===== src/rtl/mul_sequencer.sv =====
// ---------------------------------------------------------------------------
// mul_sequencer
// Multiplies two 32-bit operands by shift-and-add, borrowing a shared ALU
// for every add and every shift. The product is the low 32 bits, so the
// result is the same whether the operands are read as signed or unsigned.
//
// Each iteration takes two ALU slots:
//   ADD : acc   <= acc + (mplr[0] ? mcand : 0)
//   SHL : mcand <= mcand << 1, mplr <= mplr >> 1
// The loop ends once no set bits of the multiplier remain, or after 32
// iterations.
//
// state | meaning
// ------+------------------------------------------------------------
// IDLE  | waiting for start; ALU outputs parked
// ADD   | requesting ALU add of the partial product into acc
// SHL   | requesting ALU shift of mcand; shift mplr, count iteration
// DONE  | one-cycle done pulse; result loaded from acc
//
// Ports
//   clk, rst_n            clock, async active-low reset
//   start, flush          begin an operation / abort it synchronously
//   op_a, op_b            multiplicand / multiplier, sampled with start
//   busy, done, result    status, completion pulse, product (low 32 bits)
//   alu_req, alu_gnt      shared ALU request / grant
//   alu_op1/op2/ctrl      ALU operands and operation
//   alu_out               combinational ALU result
// ---------------------------------------------------------------------------
module mul_sequencer (
    input  logic        clk,
    input  logic        rst_n,
    input  logic        start,
    input  logic        flush,
    input  logic [31:0] op_a,
    input  logic [31:0] op_b,
    output logic        busy,
    output logic        done,
    output logic [31:0] result,
    output logic        alu_req,
    input  logic        alu_gnt,
    output logic [31:0] alu_op1,
    output logic [31:0] alu_op2,
    output logic [3:0]  alu_ctrl,
    input  logic [31:0] alu_out
);

    // ALU operation encodings shared with the datapath ALU
    localparam logic [3:0] ALU_SLL = 4'd0;
    localparam logic [3:0] ALU_ADD = 4'd3;

    localparam logic [1:0] S_IDLE = 2'd0;
    localparam logic [1:0] S_ADD  = 2'd1;
    localparam logic [1:0] S_SHL  = 2'd2;
    localparam logic [1:0] S_DONE = 2'd3;

    logic [1:0]  state_q,  state_d;
    logic [31:0] acc_q,    acc_d;
    logic [31:0] mcand_q,  mcand_d;
    logic [31:0] mplr_q,   mplr_d;
    logic [4:0]  cnt_q,    cnt_d;
    logic [31:0] result_q, result_d;

    always_comb begin
        state_d  = state_q;
        acc_d    = acc_q;
        mcand_d  = mcand_q;
        mplr_d   = mplr_q;
        cnt_d    = cnt_q;
        result_d = result_q;

        alu_req  = 1'b0;
        alu_op1  = 32'd0;
        alu_op2  = 32'd0;
        alu_ctrl = ALU_ADD;

        case (state_q)
            S_IDLE: begin
                if (start) begin
                    acc_d = 32'd0;
                    if (op_b != 32'd0) begin
                        mcand_d = op_a;
                        mplr_d  = op_b;
                        cnt_d   = 5'd0;
                        state_d = S_ADD;
                    end else begin
                        state_d = S_DONE;
                    end
                end
            end
            S_ADD: begin
                alu_req  = 1'b1;
                alu_ctrl = ALU_ADD;
                alu_op1  = acc_q;
                alu_op2  = mplr_q[0] ? mcand_q : 32'd0;
                if (alu_gnt) begin
                    acc_d   = alu_out;
                    state_d = S_SHL;
                end
            end
            S_SHL: begin
                alu_req  = 1'b1;
                alu_ctrl = ALU_SLL;
                alu_op1  = mcand_q;
                alu_op2  = 32'd1;
                if (alu_gnt) begin
                    mcand_d = alu_out;
                    mplr_d  = mplr_q >> 1;
                    cnt_d   = cnt_q + 5'd1;
                    // Decided on the pre-shift multiplier: nothing left above bit 0
                    if (cnt_q == 5'd31 || mplr_q[31:1] == 31'd0) begin
                        state_d = S_DONE;
                    end else begin
                        state_d = S_ADD;
                    end
                end
            end
            default: begin
                result_d = acc_q;
                state_d  = S_IDLE;
            end
        endcase

        // Abort wins over start and grant; work in flight is dropped untouched
        if (flush) begin
            state_d  = S_IDLE;
            acc_d    = acc_q;
            mcand_d  = mcand_q;
            mplr_d   = mplr_q;
            cnt_d    = cnt_q;
            result_d = result_q;
        end
    end

    always_ff @(posedge clk or negedge rst_n) begin
        if (!rst_n) begin
            state_q  <= S_IDLE;
            acc_q    <= 32'd0;
            mcand_q  <= 32'd0;
            mplr_q   <= 32'd0;
            cnt_q    <= 5'd0;
            result_q <= 32'd0;
        end else begin
            state_q  <= state_d;
            acc_q    <= acc_d;
            mcand_q  <= mcand_d;
            mplr_q   <= mplr_d;
            cnt_q    <= cnt_d;
            result_q <= result_d;
        end
    end

    assign busy   = (state_q != S_IDLE);
    assign done   = (state_q == S_DONE);
    assign result = result_q;

endmodule


===== config.mk =====
export PLATFORM = sky130hd
export DESIGN_NAME = mul_sequencer
export DESIGN_NICKNAME = d
export VERILOG_FILES = /design/src/rtl/mul_sequencer.sv
export SDC_FILE = /design/constraint.sdc
export NUM_CORES = 1
export LEC_CHECK = 0
export CAP_MARGIN = 5
export CORE_AREA = 2 2 122 124
export CTS_CLUSTER_SIZE = 8
export DETAILED_ROUTE_END_ITERATION = 12
export DIE_AREA = 0 0 124 126
export PLACE_DENSITY = 0.81
export SYNTH_ARGS = -nofsm -noshare
export SYNTH_HDL_FRONTEND = slang
export SYNTH_SLANG_ARGS = --single-unit

===== constraint.sdc =====
create_clock -name clk -period 2.7 [get_ports clk]
set_input_delay 0.27 -clock clk [delete_from_list [all_inputs] [get_ports clk]]
set_output_delay 0.27 -clock clk [all_outputs]
set_load 0.005 [all_outputs]

==> results by group <==
Synth
  • Synth top area cells: sky130_fd_sc_hd__dfrtp_1 (50%), sky130_fd_sc_hd__mux2_2 (17%), sky130_fd_sc_hd__mux2_1 (9.5%), sky130_fd_sc_hd__a22o_1 (4.1%), sky130_fd_sc_hd__nand2_1 (4.0%)
  • Top cell type by total area after synthesis: sky130_fd_sc_hd__dfrtp_1
  • Post-synthesis sequential element count: between 100 and 150
  • Largest family of logic cells by synthesized area: multiplexers
  • Summed instance area of the synthesized netlist: between 6000 and 7000 sq um
  • Fraction of synthesized cell area in xor and xnor cells: 0%
  • Post-synthesis average cell area: 11.7 sq um
  • Adder-cell area share of the yosys netlist: under 10%
  • Gate count of the mapped netlist: between 500 and 600
  • Synth cell types: 36
  • Top cell type's share of synthesized area: about half
  • Mux cell area share after synthesis: around a quarter
  • Yosys synthesis warning count: 0
  • Fraction of the mapped netlist area in compound gates: 8.32%
  • Fraction of the yosys area taken by sequential cells: approximately half
  • Simple-gate share of the synthesized area: between 10% and 20%

Placed design
  • Half-perimeter wire length of the detailed placement result: ~13 mm
  • Standard cell area after detailed placement: 8940 sq um
  • Final weighted congestion of routability-driven global placement: ~0.84
  • Quantity of I/O buffers inserted on ports: about 200
  • Placed cell count: 933

Worst setup path
  • Startpoint of the worst register-to-register path: state_q[0]
  • Worst path cell trace: inv_1, ha_4, and2_2, buf_12, a31o_2, clkdlybuf4s50_1
  • Buffer and inverter count on the worst path: 3
  • R2R Setup Slk: roughly 0.33 ns
  • Worst setup SP type: flop
  • Endpoint required time on the critical path: between 2 and 2.5 ns
  • Worst EP arrival: ~2.3 ns
  • Cell type group with the largest total delay on the critical path: buffers and inverters
  • Critical path peak fanout: 34
  • Number of cells on the worst reg-to-reg path: 8
  • Crit path kind: reg -> out
  • Delay of the slowest cell on the worst path: roughly 0.44 ns
  • Worst reg2reg path endpoint: mplr_q[13]
  • Max stage delay cell, worst path: sky130_fd_sc_hd__clkdlybuf4s50_1
  • Type of element capturing the critical path: output port

Floorplanning
  • Cell Rows: 44
  • Area inside the core boundary: approximately 14,000 sq um
  • Total I/O pin count: about 200
  • Effective utilization at floorplan: 47.3%
  • Die area: 15,600 sq um
  • Die W: roughly 120 um
  • Die span in y: roughly 130 um

Power and ir drop
  • Switching fraction of total power: 31.1%
  • Combinational group share of total power: between 30% and 40%
  • Maximum resistive drop on vdd: between 0.4 and 0.5 mV
  • P per Cell Area: about 950 nW/um^2
  • Relative contribution of sequential cells to total power: between 30% and 40%
  • Int Pwr: around 0.0064 W
  • Net switching power: 0.00287 W
  • Clock group share of total power: 27.5%
  • Leakage power summed over all cells: a little over 4 nW

STA
  • Number of max-slew violations in the final report: 0
  • Final critical-path required period: ~2.6 ns
  • Period utilisation layout: 95.8%
  • Count of final hold-check violations: 0
  • Relative slew slack: about 52%
  • Max Clock Skew: roughly 0.0081 ns
  • RSZ-0062 raised after global routing: false
  • Setup-violating endpoint count in the final report: 0
  • Accumulated negative setup slack: 0 ns
  • Worst Max-Slew Pin Slew: 0.726 ns
  • F_max: 387 MHz

Cells and area
  • NumNets Final: 880
  • Summed area of non-filler cells in the final layout: 9670 sq um
  • Area Growth Syn to Fin: 42.9%
  • Sequential Area: roughly 3400 sq um
  • Finished Core Util: between 60% and 70%
  • Fill cells: 1,047
  • Multi-input logic area: between 3000 and 4000 sq um
  • Layout cell share with drive strength beyond 1: about a fifth
  • # diodes: 0
  • Number of non-filler instances in the completed layout: 969

Route
  • First drt pass iteration count: 5
  • Per-cell via count in the routed design: 5.52
  • Antenna viol nets, final: 0
  • Remaining design rule violation count: 0
  • Routed wire length: 18.6 mm
  • Per-cell routed wire length: between 15 and 20 um
  • Number of DRC markers after the initial detailed-route iteration: 339
  • Via Count: approximately 5,300

Clock network
  • Clock latency of the later-clocked register in the worst-skew pair: roughly 0.41 ns
  • Total clock buffers created by CTS: 17
  • Clk sinks: around 140
  • CTS clk-pin slew, worst paths: 0.06 ns
  • Htree depth: 4
  • Library cell used as clock root buffer: sky130_fd_sc_hd__clkbuf_16
  • Deepest clock path buffer count: 2
  • Clock tree from TritonCTS: done

GRT
  • Gr ovfl total: 0
  • Global-route wire length before repair: 29.1 mm
  • Number of global-route vias before repair: 5,556
  • Total routing usage reported by global routing: roughly 24%
  • Antenna violations before repair: 0
  • Maximum number of pins on one net before global-route repair: 85

Min path
  • Worst hold path class: in -> async

Flow run
  • Max-cap check violation count: 0

Status
  • Result of the run: finished clean
## Yosys cell counts (all sizes together)
| cell type | count |
|---|---|
| nand2 | 72 |
| conb | 1 |
| nor2 | 4 |
| nand3 | 3 |
| and3 | 32 |
| a31o | 1 |
| nor3 | 2 |
| ha | 7 |
| nand3b | 1 |
| or4 | 1 |
| o21ai | 40 |
| nor4b | 1 |
| o31ai | 3 |
| or3 | 2 |
| nand2b | 2 |
| inv | 6 |
| and2 | 2 |
| nand4 | 4 |
| o21bai | 3 |
| a211oi | 1 |
| clkbuf | 34 |
| mux2 | 159 |
| a21oi | 1 |
| o211ai | 1 |
| nor2b | 1 |
| o41ai | 1 |
| buf | 13 |
| nor4 | 13 |
| a22o | 32 |
| dfrtp | 135 |
## worst max path at each step
| stage | start | end | slack [ns] | cells past startpoint |
|---|---|---|---|---|
| CTS | state_q[0] | alu_op1[19] | 0.05 | 6 |
| global placement | op_b[29] | mcand_q[28] | 0.17 | 7 |
| finish | state_q[0] | alu_op2[0] | 0.11 | 6 |
| global route | state_q[0] | alu_op2[0] | 0.02 | 6 |
| floorplan | state_q[0] | mcand_q[0] | 0.66 | 6 |
| detailed placement | op_b[29] | mcand_q[27] | 0.13 | 7 |
## per-layer routing
layer / part of all wire, % / vias to the layer above / track usage (%) / wire length (um)
met5: 0 / - / 0 / 0
met4: 1.8 / 0 / 9.12 / 343
met3: 6.2 / 23 / 3.85 / 1150
met2: 49 / 194 / 39.7 / 9180
met1: 42 / 2657 / 32.0 / 7880
li1: - / 2475 / - / -
## logic make-up after synthesis
group / after synthesis
fa+ha+maj: 7
other cells: 1
buf+inv: 53
mux: 159
simple gates: 140
compound gates: 83
flops: 135
## final cells by class
class,instances,area share (%)
Inverter,6,0.233
Clock buffer,24,4.98
Multi-Input combinational cell,391,32.8
Tap cell,184,2.38
Sequential cell,135,34.9
Clock inverter,8,1.73
Timing Repair Buffer,221,22.9
## repair_timing
action | in CTS | in global routing
endpoints found under the setup margin | 59 | 44
hold buffers | 1 | 0
buffers inserted | 1 | 2
pin swaps | 0 | 1
gates resized for setup | 5 | 6
endpoints found under the hold margin | 51 | 0
## power groups by stage
stage                     clock network [W]  registers [W]  logic, W
after floorplan                           0        0.00344   0.00179
after global placement                    0        0.00363   0.00283
after detailed placement                  0        0.00371   0.00294
after CTS                           0.00258        0.00368   0.00299
after global routing                0.00266        0.00380   0.00329
final                               0.00254        0.00367   0.00302
## cell usage in the layout, fill, tap and decap left out, types with 3 or more instances in the layout
cell / instances
sky130_fd_sc_hd__nor2_1: 3
sky130_fd_sc_hd__nor4_1: 13
sky130_fd_sc_hd__buf_12: 3
sky130_fd_sc_hd__o21ai_0: 38
sky130_fd_sc_hd__and3_1: 32
sky130_fd_sc_hd__clkbuf_1: 4
sky130_fd_sc_hd__o31ai_1: 3
sky130_fd_sc_hd__clkbuf_16: 17
sky130_fd_sc_hd__mux2_1: 57
sky130_fd_sc_hd__nand4_1: 4
sky130_fd_sc_hd__o21bai_1: 3
sky130_fd_sc_hd__bufinv_16: 5
sky130_fd_sc_hd__ha_1: 5
sky130_fd_sc_hd__a22o_1: 32
sky130_fd_sc_hd__inv_1: 6
sky130_fd_sc_hd__nand2_1: 71
sky130_fd_sc_hd__dfrtp_1: 134
sky130_fd_sc_hd__clkbuf_8: 3
sky130_fd_sc_hd__nand3_1: 3
sky130_fd_sc_hd__mux2_2: 102
sky130_fd_sc_hd__buf_4: 14
sky130_fd_sc_hd__clkdlybuf4s50_1: 200
## sequential cells by signal (all words and copies together), names as in the netlist
signal	count
acc_q	32
state_q	2
mplr_q	32
cnt_q	5
mcand_q	32
result	32
## metrics by stage
stage               setup WS [ns]  power (W)  hold WS, ns
floorplan                   0.657    0.00523      -0.0256
global placement            0.168    0.00646        0.235
detailed placement          0.128    0.00665        0.243
CTS                        0.0532    0.00925        0.372
global route               0.0181    0.00975        0.402
finish                      0.114    0.00923        0.363
(Power assumes the default switching activity.)
